===== src/rtl/spi_master_mc.sv =====
// Multi-chip-select SPI master: per-transfer CPOL/CPHA, bit order and length, full-duplex capture.
// Define SPI_MASTER_MC_LOOPBACK_EN to feed the RX shifter from the registered MOSI instead of MISO.
module spi_master_mc #(
    parameter int CLK_DIV = 4,
    parameter int DATA_W  = 32,
    parameter int NUM_CS  = 4,
    parameter int CS_W    = (NUM_CS > 1) ? $clog2(NUM_CS) : 1
) (
    input  logic              clk,
    input  logic              rst,
    input  logic              spi_start,
    input  logic              spi_cpol,
    input  logic              spi_cpha,
    input  logic              spi_dir,
    input  logic [CS_W-1:0]   spi_cs_sel,
    input  logic [7:0]        spi_data_depth,
    input  logic [DATA_W-1:0] spi_data_tx,
    output logic              spi_ready,
    output logic [DATA_W-1:0] spi_data_rx,
    output logic              spi_rx_valid,
    output logic              spi_sclk,
    output logic              spi_mosi,
    input  logic              spi_miso,
    output logic [NUM_CS-1:0] spi_le
);

    localparam int DIV_W = (CLK_DIV > 2) ? $clog2(CLK_DIV) : 1;
    localparam logic [7:0] DEPTH_MAX = 8'(DATA_W);

    typedef enum logic [2:0] {StIdle, StSetup, StShift, StHold, StGap} state_t;

    state_t            state_q, state_d;
    logic [DIV_W-1:0]  div_q, div_d;
    logic [8:0]        edge_q, edge_d;
    logic [7:0]        bit_q, bit_d;
    logic [7:0]        depth_q, depth_d;
    logic [DATA_W-1:0] tx_q, tx_d;
    logic [DATA_W-1:0] rx_q, rx_d;
    logic [DATA_W-1:0] rx_out_q, rx_out_d;
    logic              cpol_q, cpol_d, cpha_q, cpha_d, dir_q, dir_d;
    logic              sclk_q, sclk_d, mosi_q, mosi_d, valid_q, valid_d;
    logic [NUM_CS-1:0] le_q, le_d;

    logic       accept, div_done, leading, sample_now, last_edge, rx_in;
    logic [7:0] depth_clamp;

`ifdef SPI_MASTER_MC_LOOPBACK_EN
    logic unused_miso;
    assign unused_miso = spi_miso;
    assign rx_in       = mosi_q;
`else
    assign rx_in = spi_miso;
`endif

    // Bit n of the transfer order, counted from the first bit on the wire.
    function automatic logic tx_bit(input logic [DATA_W-1:0] data, input logic lsb_first,
                                    input logic [7:0] depth, input logic [7:0] n);
        logic [7:0]        pos;
        logic [DATA_W-1:0] sh;
        pos = lsb_first ? n : depth - 8'd1 - n;
        sh  = data >> pos;
        return sh[0];
    endfunction

    assign spi_ready   = (state_q == StIdle);
    assign accept      = spi_start && spi_ready && (spi_data_depth != 8'd0)
                         && (32'(spi_cs_sel) < NUM_CS);
    assign depth_clamp = (spi_data_depth > DEPTH_MAX) ? DEPTH_MAX : spi_data_depth;
    assign div_done    = (div_q == DIV_W'(CLK_DIV - 1));
    assign leading     = ~edge_q[0];
    assign sample_now  = leading ^ cpha_q;
    assign last_edge   = ((edge_q + 9'd1) == {depth_q, 1'b0});

    always_comb begin
        state_d  = state_q;
        div_d    = div_q;
        edge_d   = edge_q;
        bit_d    = bit_q;
        depth_d  = depth_q;
        tx_d     = tx_q;
        rx_d     = rx_q;
        rx_out_d = rx_out_q;
        cpol_d   = cpol_q;
        cpha_d   = cpha_q;
        dir_d    = dir_q;
        sclk_d   = sclk_q;
        mosi_d   = mosi_q;
        le_d     = le_q;
        valid_d  = 1'b0;
        unique case (state_q)
            StIdle: begin
                sclk_d = spi_cpol;
                if (accept) begin
                    state_d = StSetup;
                    div_d   = '0;
                    edge_d  = '0;
                    bit_d   = '0;
                    depth_d = depth_clamp;
                    tx_d    = spi_data_tx;
                    rx_d    = '0;
                    cpol_d  = spi_cpol;
                    cpha_d  = spi_cpha;
                    dir_d   = spi_dir;
                    mosi_d  = tx_bit(spi_data_tx, spi_dir, depth_clamp, 8'd0);
                    for (int i = 0; i < NUM_CS; i++) begin
                        le_d[i] = (spi_cs_sel != CS_W'(i));
                    end
                end
            end
            StSetup, StShift: begin
                div_d = div_q + DIV_W'(1);
                if (div_done) begin
                    div_d   = '0;
                    sclk_d  = ~sclk_q;
                    edge_d  = edge_q + 9'd1;
                    state_d = last_edge ? StHold : StShift;
                    if (sample_now) begin
                        rx_d = dir_q ? (rx_q | (DATA_W'(rx_in) << edge_q[8:1]))
                                     : {rx_q[DATA_W-2:0], rx_in};
                    end else if (!last_edge && (edge_q != 9'd0)) begin
                        // The first CPHA=1 leading edge keeps the bit already driven in setup.
                        bit_d  = bit_q + 8'd1;
                        mosi_d = tx_bit(tx_q, dir_q, depth_q, bit_q + 8'd1);
                    end
                end
            end
            StHold: begin
                div_d = div_q + DIV_W'(1);
                if (div_done) begin
                    div_d    = '0;
                    state_d  = StGap;
                    le_d     = '1;
                    rx_out_d = rx_q;
                    valid_d  = 1'b1;
                    mosi_d   = 1'b0;
                end
            end
            StGap: begin
                div_d = div_q + DIV_W'(1);
                if (div_done) begin
                    div_d   = '0;
                    state_d = StIdle;
                end
            end
            default: state_d = StIdle;
        endcase
    end

    always_ff @(posedge clk) begin
        if (rst) begin
            state_q  <= StIdle;
            div_q    <= '0;
            edge_q   <= '0;
            bit_q    <= '0;
            depth_q  <= '0;
            tx_q     <= '0;
            rx_q     <= '0;
            rx_out_q <= '0;
            cpol_q   <= 1'b0;
            cpha_q   <= 1'b0;
            dir_q    <= 1'b0;
            sclk_q   <= 1'b0;
            mosi_q   <= 1'b0;
            le_q     <= '1;
            valid_q  <= 1'b0;
        end else begin
            state_q  <= state_d;
            div_q    <= div_d;
            edge_q   <= edge_d;
            bit_q    <= bit_d;
            depth_q  <= depth_d;
            tx_q     <= tx_d;
            rx_q     <= rx_d;
            rx_out_q <= rx_out_d;
            cpol_q   <= cpol_d;
            cpha_q   <= cpha_d;
            dir_q    <= dir_d;
            sclk_q   <= sclk_d;
            mosi_q   <= mosi_d;
            le_q     <= le_d;
            valid_q  <= valid_d;
        end
    end

    assign spi_data_rx  = rx_out_q;
    assign spi_rx_valid = valid_q;
    assign spi_sclk     = sclk_q;
    assign spi_mosi     = mosi_q;
    assign spi_le       = le_q;

endmodule

===== config.mk =====
export PLATFORM = sky130hd
export DESIGN_NAME = spi_master_mc
export DESIGN_NICKNAME = d
export VERILOG_FILES = /design/src/rtl/spi_master_mc.sv
export SDC_FILE = /design/constraint.sdc
export NUM_CORES = 1
export LEC_CHECK = 0
export ABC_AREA = 0
export ABC_CLOCK_PERIOD_IN_PS = 8500
export CORE_MARGIN = 1
export CORE_UTILIZATION = 27
export DETAILED_ROUTE_END_ITERATION = 6
export MAX_ROUTING_LAYER = met4
export PLACE_DENSITY_LB_ADDON = 0.1
export SLEW_MARGIN = 10
export SYNTH_ARGS = -nofsm -noshare
export SYNTH_HDL_FRONTEND = slang
export SYNTH_SLANG_ARGS = --single-unit

===== constraint.sdc =====
create_clock -name clk -period 8.5 [get_ports clk]
set_clock_uncertainty 0.15 [all_clocks]
set_input_delay 0.85 -clock clk [delete_from_list [all_inputs] [get_ports clk]]
set_output_delay 0.85 -clock clk [all_outputs]
set_load 0.1 [all_outputs]

; Yosys cells after proc, flatten, opt, wreduce, memory -nomap -nowiden
; Cells that the tools add are included.
[word_totals]
register_bits = 135
[op_classes]
n_eq_ne = 16
n_shift = 3
bitwise_logic = 5
n_addsub = 6
order_cmp = 1
n_reduce_logical = 25
muxes = 37
[ops]
columns = operator, count
row1 = 2-to-1 mux 32 bit, 4
row2 = case mux 32 bit (2 select lines), 1
row3 = right shift 32 x 8 -> 1 bit, 2
row4 = 2-to-1 mux 8 bit, 7
row5 = bitwise OR 32 bit, 1
row6 = << shifter 1 x 8 -> 32 bit, 1
row7 = 2-to-1 mux 9 bit, 2
row8 = case mux 9 bit (2 select lines), 1
row9 = != test 2 bit (second input constant), 8
row10 = case mux 8 bit (2 select lines), 1
row11 = subtractor 8 x 1 -> 8 bit (second input constant), 2
row12 = 2-to-1 mux 3 bit, 4
row13 = case mux 3 bit (4 select lines), 1
row14 = adder 9 x 1 -> 9 bit (second input constant), 1
row15 = == test 9 bit, 1
row16 = nonzero test 9 bit, 1
row17 = adder 8 x 1 -> 8 bit (second input constant), 1
row18 = greater-than comparator 8 x 6 -> 1 bit (second input constant), 1
row19 = 2-to-1 mux 1 bit, 8
row20 = 2-to-1 mux 4 bit, 2
row21 = case mux 4 bit (2 select lines), 1
row22 = AND reduction 2 bit, 4
row23 = AND reduction 4 bit, 2
row24 = nonzero test 2 bit, 4
row25 = 23 further kinds, 32

; Depth between registers and ports, before layout
[depth]
ltp_word = 8
mapped_depth = 13
mapped_depth_nobuf = 10

; Worst setup path after synthesis
; OpenSTA, ideal clock, no wires.
[synth_path]
path_type = register to output
startpoint = register state_q[1]
endpoint = output spi_ready
path_slack_ns = 4.817
stages_incl_launch_ff = 3
arrival_ns = 2.683
cell_sequence = dfxtp_1 clkbuf_1 nor3_1
[synth_via]
elab_chain_len = 1
[synth_rtl]
columns = element, line_no
row1 = start: declaration, 32  ; state_t state_q, state_d;
row2 = start signal: assignment, 151  ; state_q <= StIdle;
row3 = start signal: assignment, 167  ; state_q <= state_d;
row4 = logical NOT 3 bit, 65  ; assign spi_ready = (state_q == StIdle);
row5 = end: declaration, 18  ; output logic spi_ready,
; No other way between the ends.

; Worst setup path in the final report
[layout_path]
startpoint = input spi_data_depth[5]
endpoint = register mosi_q (netlist: spi_mosi)
[layout_via]
elab_chain_len = 7
elab_cells_between_ends = 11
classes_between = add/sub (1) / order compare (1) / eq/ne (1) / shift (1) / mux (4) / reduce/logical (3)
[layout_rtl]
columns = element, line_no
row1 = start: declaration, 16  ; input logic [7:0] spi_data_depth,
row2 = greater-than comparator 8 x 6 -> 1 bit, 68  ; assign depth_clamp = (spi_data_depth > DEPTH_MAX) ? DEPTH_MAX : spi_data_depth;
row3 = 2-to-1 mux 8 bit, 68
row4 = subtractor 8 x 1 -> 8 bit, 60  ; pos = lsb_first ? n : depth - 8'd1 - n;
row5 = 2-to-1 mux 8 bit, 60
row6 = right shift 32 x 8 -> 1 bit, 61  ; sh = data >> pos;
row7 = 2-to-1 mux 1 bit, 93  ; if (accept) begin
row8 = case mux 1 bit (3 select lines), 90  ; unique case (state_q)
row9 = end signal: assignment, 179  ; mosi_q <= mosi_d;
row10 = end: declaration, 41  ; logic sclk_q, sclk_d, mosi_q, mosi_d, valid_q, valid_d;
; Several ways; a longest one is shown, not always the timed one. The select of a mux whose other input is x is not followed.
; A chain may end at the register's enable or synchronous reset.

==> results_dict.tcl <==
set metrics [dict create \
    hold-path-cell-count 2 \
    synthesis.area_sq_mm 0.00707 \
    totalPowerFinal_mw 1.66 \
    dpl.hpwl_mm 14.3 \
    dp_cells 1265 \
    reg2reg_slack_ps 4920 \
    crit_type "primary input to flip-flop" \
    dr.pass1.iters 5 \
    powerDensity_mw_per_mm2 189 \
    cp.arrival_ps 3980 \
    synth_edf_count 0 \
    r2r_cells 7 \
    syn_avg_cell_area_sq_um 7.80 \
    worst_pin_slew_ps 996 \
    ys_types 73 \
    finalNetCount 1012 \
    wl_mm 20.9 \
    grt_pass1_vias 6270 \
    final_cell_mix "nand2_1, a21oi_1, dfxtp_1" \
    cap_violations 0 \
    via_count 6563 \
    wl_per_cell_microns 16.1 \
    numPortBuffers 88 \
    rows 58 \
    cts_resized 0 \
    power.static_leakage_nw 2.94 \
    gp_congestion 0.814 \
    n_antenna_cell 0 \
    hold_violations 0 \
    setup_viol 0 \
    cts_buffer_depth 2 \
    min_period_ps 3830 \
    finalNonFillerCells 1297 \
    fin_crit_sh_pct 45.1 \
    async_flop_share_pct 0 \
    rsz0062_at_grt "no" \
    yosys_warnings 0 \
    routed_via_density 5.06 \
    start_util_pct 27.8 \
    cpPeakStageDelay_ps 600 \
    path_max_fanout 15 \
    required_ps 8650 \
    critPathBufInv 3 \
    yosys_most_used_dff "dfxtp_1" \
    hold_end "spi_data_rx[16]" \
    drtIter0Drc 380 \
    finalWorstSetupSlack_ps 4670 \
    path_delay_family "compound AO/OA/AOI/OAI gates" \
    grt_overflow 0 \
    clkTransAtPathRegs_ps 60 \
    cts_tree "done" \
    drc 0 \
    hold_class "flip-flop to flip-flop" \
    clockRootBuffer "clkbuf_16" \
    min_from "spi_data_rx[16]" \
    cts_hold_buf 0 \
    vdd_ir_drop_max_v 0.0000940 \
    die_height_microns 164 \
    die_area_sq_mm 0.0269 \
    seq_area_frac_synth_pct 38.2 \
    place_ws_ps 4240 \
    path_common_cell "mux2i_1" \
    status "finished, final reports clean" \
    end_kind "flip-flop" \
    relSlewSlack_pct 33.4 \
    synthToLayoutAreaGrowth_pct 24.3 \
    rr_endpoint "spi_mosi" \
    num_io_pins 89 \
    slowest_stage "ha_1" \
    cts_buffers 17 \
    holdWs_ps 302 \
    numClockSinks 135 \
    layout_commonest_cell "nand2_1" \
    tns_ps 0 \
    final_antenna_net_count 0 \
    clkLatencyLatePin_ps 430 \
    antenna_found_initial 0 \
    timing.rr.start "dir_q" \
    final_max_slew_viol_count 0 \
    post_cts_buffers 0 \
    crit_chain "clkdlybuf4s50_1 > nor4b_2 > buf_4 > inv_2 > ha_1 > mux2i_1 > mux2i_1 > o221a_2 > a311oi_1 > nor4b_1 > o31ai_1 > o41ai_2" \
    drive_gt1_share_pct 8.27 \
    grt_max_degree 82 \
    synthesis.nets 965 \
    die_x_microns 164 \
    fmax_mhz 261 \
    grtUsageTotal_pct 16.9 \
    core_sq_mm 0.0255 \
    htree_levels 4 \
    synth_cells 907 \
    grt_pass1_wl_mm 34.6 \
    critPathLaunchType "primary input" \
    synth-seq-cells 135 \
]
==> logic make-up (layout without fill, tap and decap cells) <==
logic type	count (synthesis)	after routing	synth area share, %
simple gates	337	337	21.6
compound gates	294	294	25.2
flops	135	135	38.2
buf+inv	80	140	4.39
xor+xnor	24	24	2.97
mux	24	24	5.36
fa+ha+maj	13	13	2.32
==> cells in the mapped netlist (9+ instances only) <==
cell type / number / area (sq um)
a211oi_1: 35 / 263
a21oi_1: 137 / 686
clkbuf_1: 59 / 221
dfxtp_1: 135 / 2700
mux2i_1: 12 / 120
mux4_2: 11 / 248
nand2_1: 164 / 616
nand3_1: 28 / 140
nor2_1: 66 / 248
nor2b_1: 9 / 56.3
nor3_1: 13 / 65.1
nor4_1: 10 / 62.6
o21ai_0: 59 / 295
or3_1: 9 / 56.3
xnor2_1: 10 / 87.6
xor2_1: 14 / 123
==> worst max path at each step <==
stage,start,end,slack (ps),cells past startpoint
floorplan,state_q[1],spi_ready,4820,2
global placement,spi_data_depth[5],spi_mosi,4340,12
detailed placement,spi_data_depth[5],spi_mosi,4240,12
CTS,spi_data_depth[5],spi_mosi,4680,12
global route,spi_data_depth[5],spi_mosi,4380,12
finish,spi_data_depth[5],spi_mosi,4670,12
==> sequential cells by signal, indices dropped and copies added, names as in the netlist <==
name / cells
rx_q: 32
spi_data_rx: 32
tx_q: 32
edge_q: 9
bit_q: 8
depth_q: 8
spi_le: 4
state_q: 3
div_q: 2
cpha_q: 1
dir_q: 1
spi_mosi: 1
spi_rx_valid: 1
spi_sclk: 1
==> power breakdown <==
group / switching [mW] / leakage, nW / total [mW] / internal, mW
clock network: 0.303 / 0.287 / 0.767 / 0.464
logic: 0.129 / 1.55 / 0.213 / 0.0832
registers: 0.0204 / 1.10 / 0.680 / 0.660
total: 0.453 / 2.94 / 1.66 / 1.21
==> area by class of cell <==
type,count,area (sq um)
fill,2742,16700
inverter,10,37.5
timing repair buffer,98,953
clock buffer,18,429
tap,330,413
multi-input combinational,692,4080
clock inverter,14,175
sequential,135,2700
==> through the flow <==
| stage | instance area [sq um] | util [%] |
|---|---|---|
| finish | 8790 | 34.5 |
| global route | 8790 | 34.5 |
| CTS | 8790 | 34.5 |
| detailed placement | 8190 | 32.1 |
| global placement | 8190 | 32.1 |
| floorplan | 7070 | - |
==> routing by layer <==
layer  share of wire (%)  GRT usage (%)  up-vias
li1                    -              -     3340
met1                  49           22.3     3088
met2                  47           26.6      121
met3                 2.9           2.78       14
met4                0.86           4.38        0
met5                   0              -        -
==> worst reg2reg max path, cell delays in order (launching register included) <==
cell     delay, ps
dfxtp_2        310
buf_4          500
inv_2          260
a21oi_2        740
mux4_2         640
mux4_2         520
mux2i_1        220
o41ai_2        110
(Power assumes the default switching activity.)
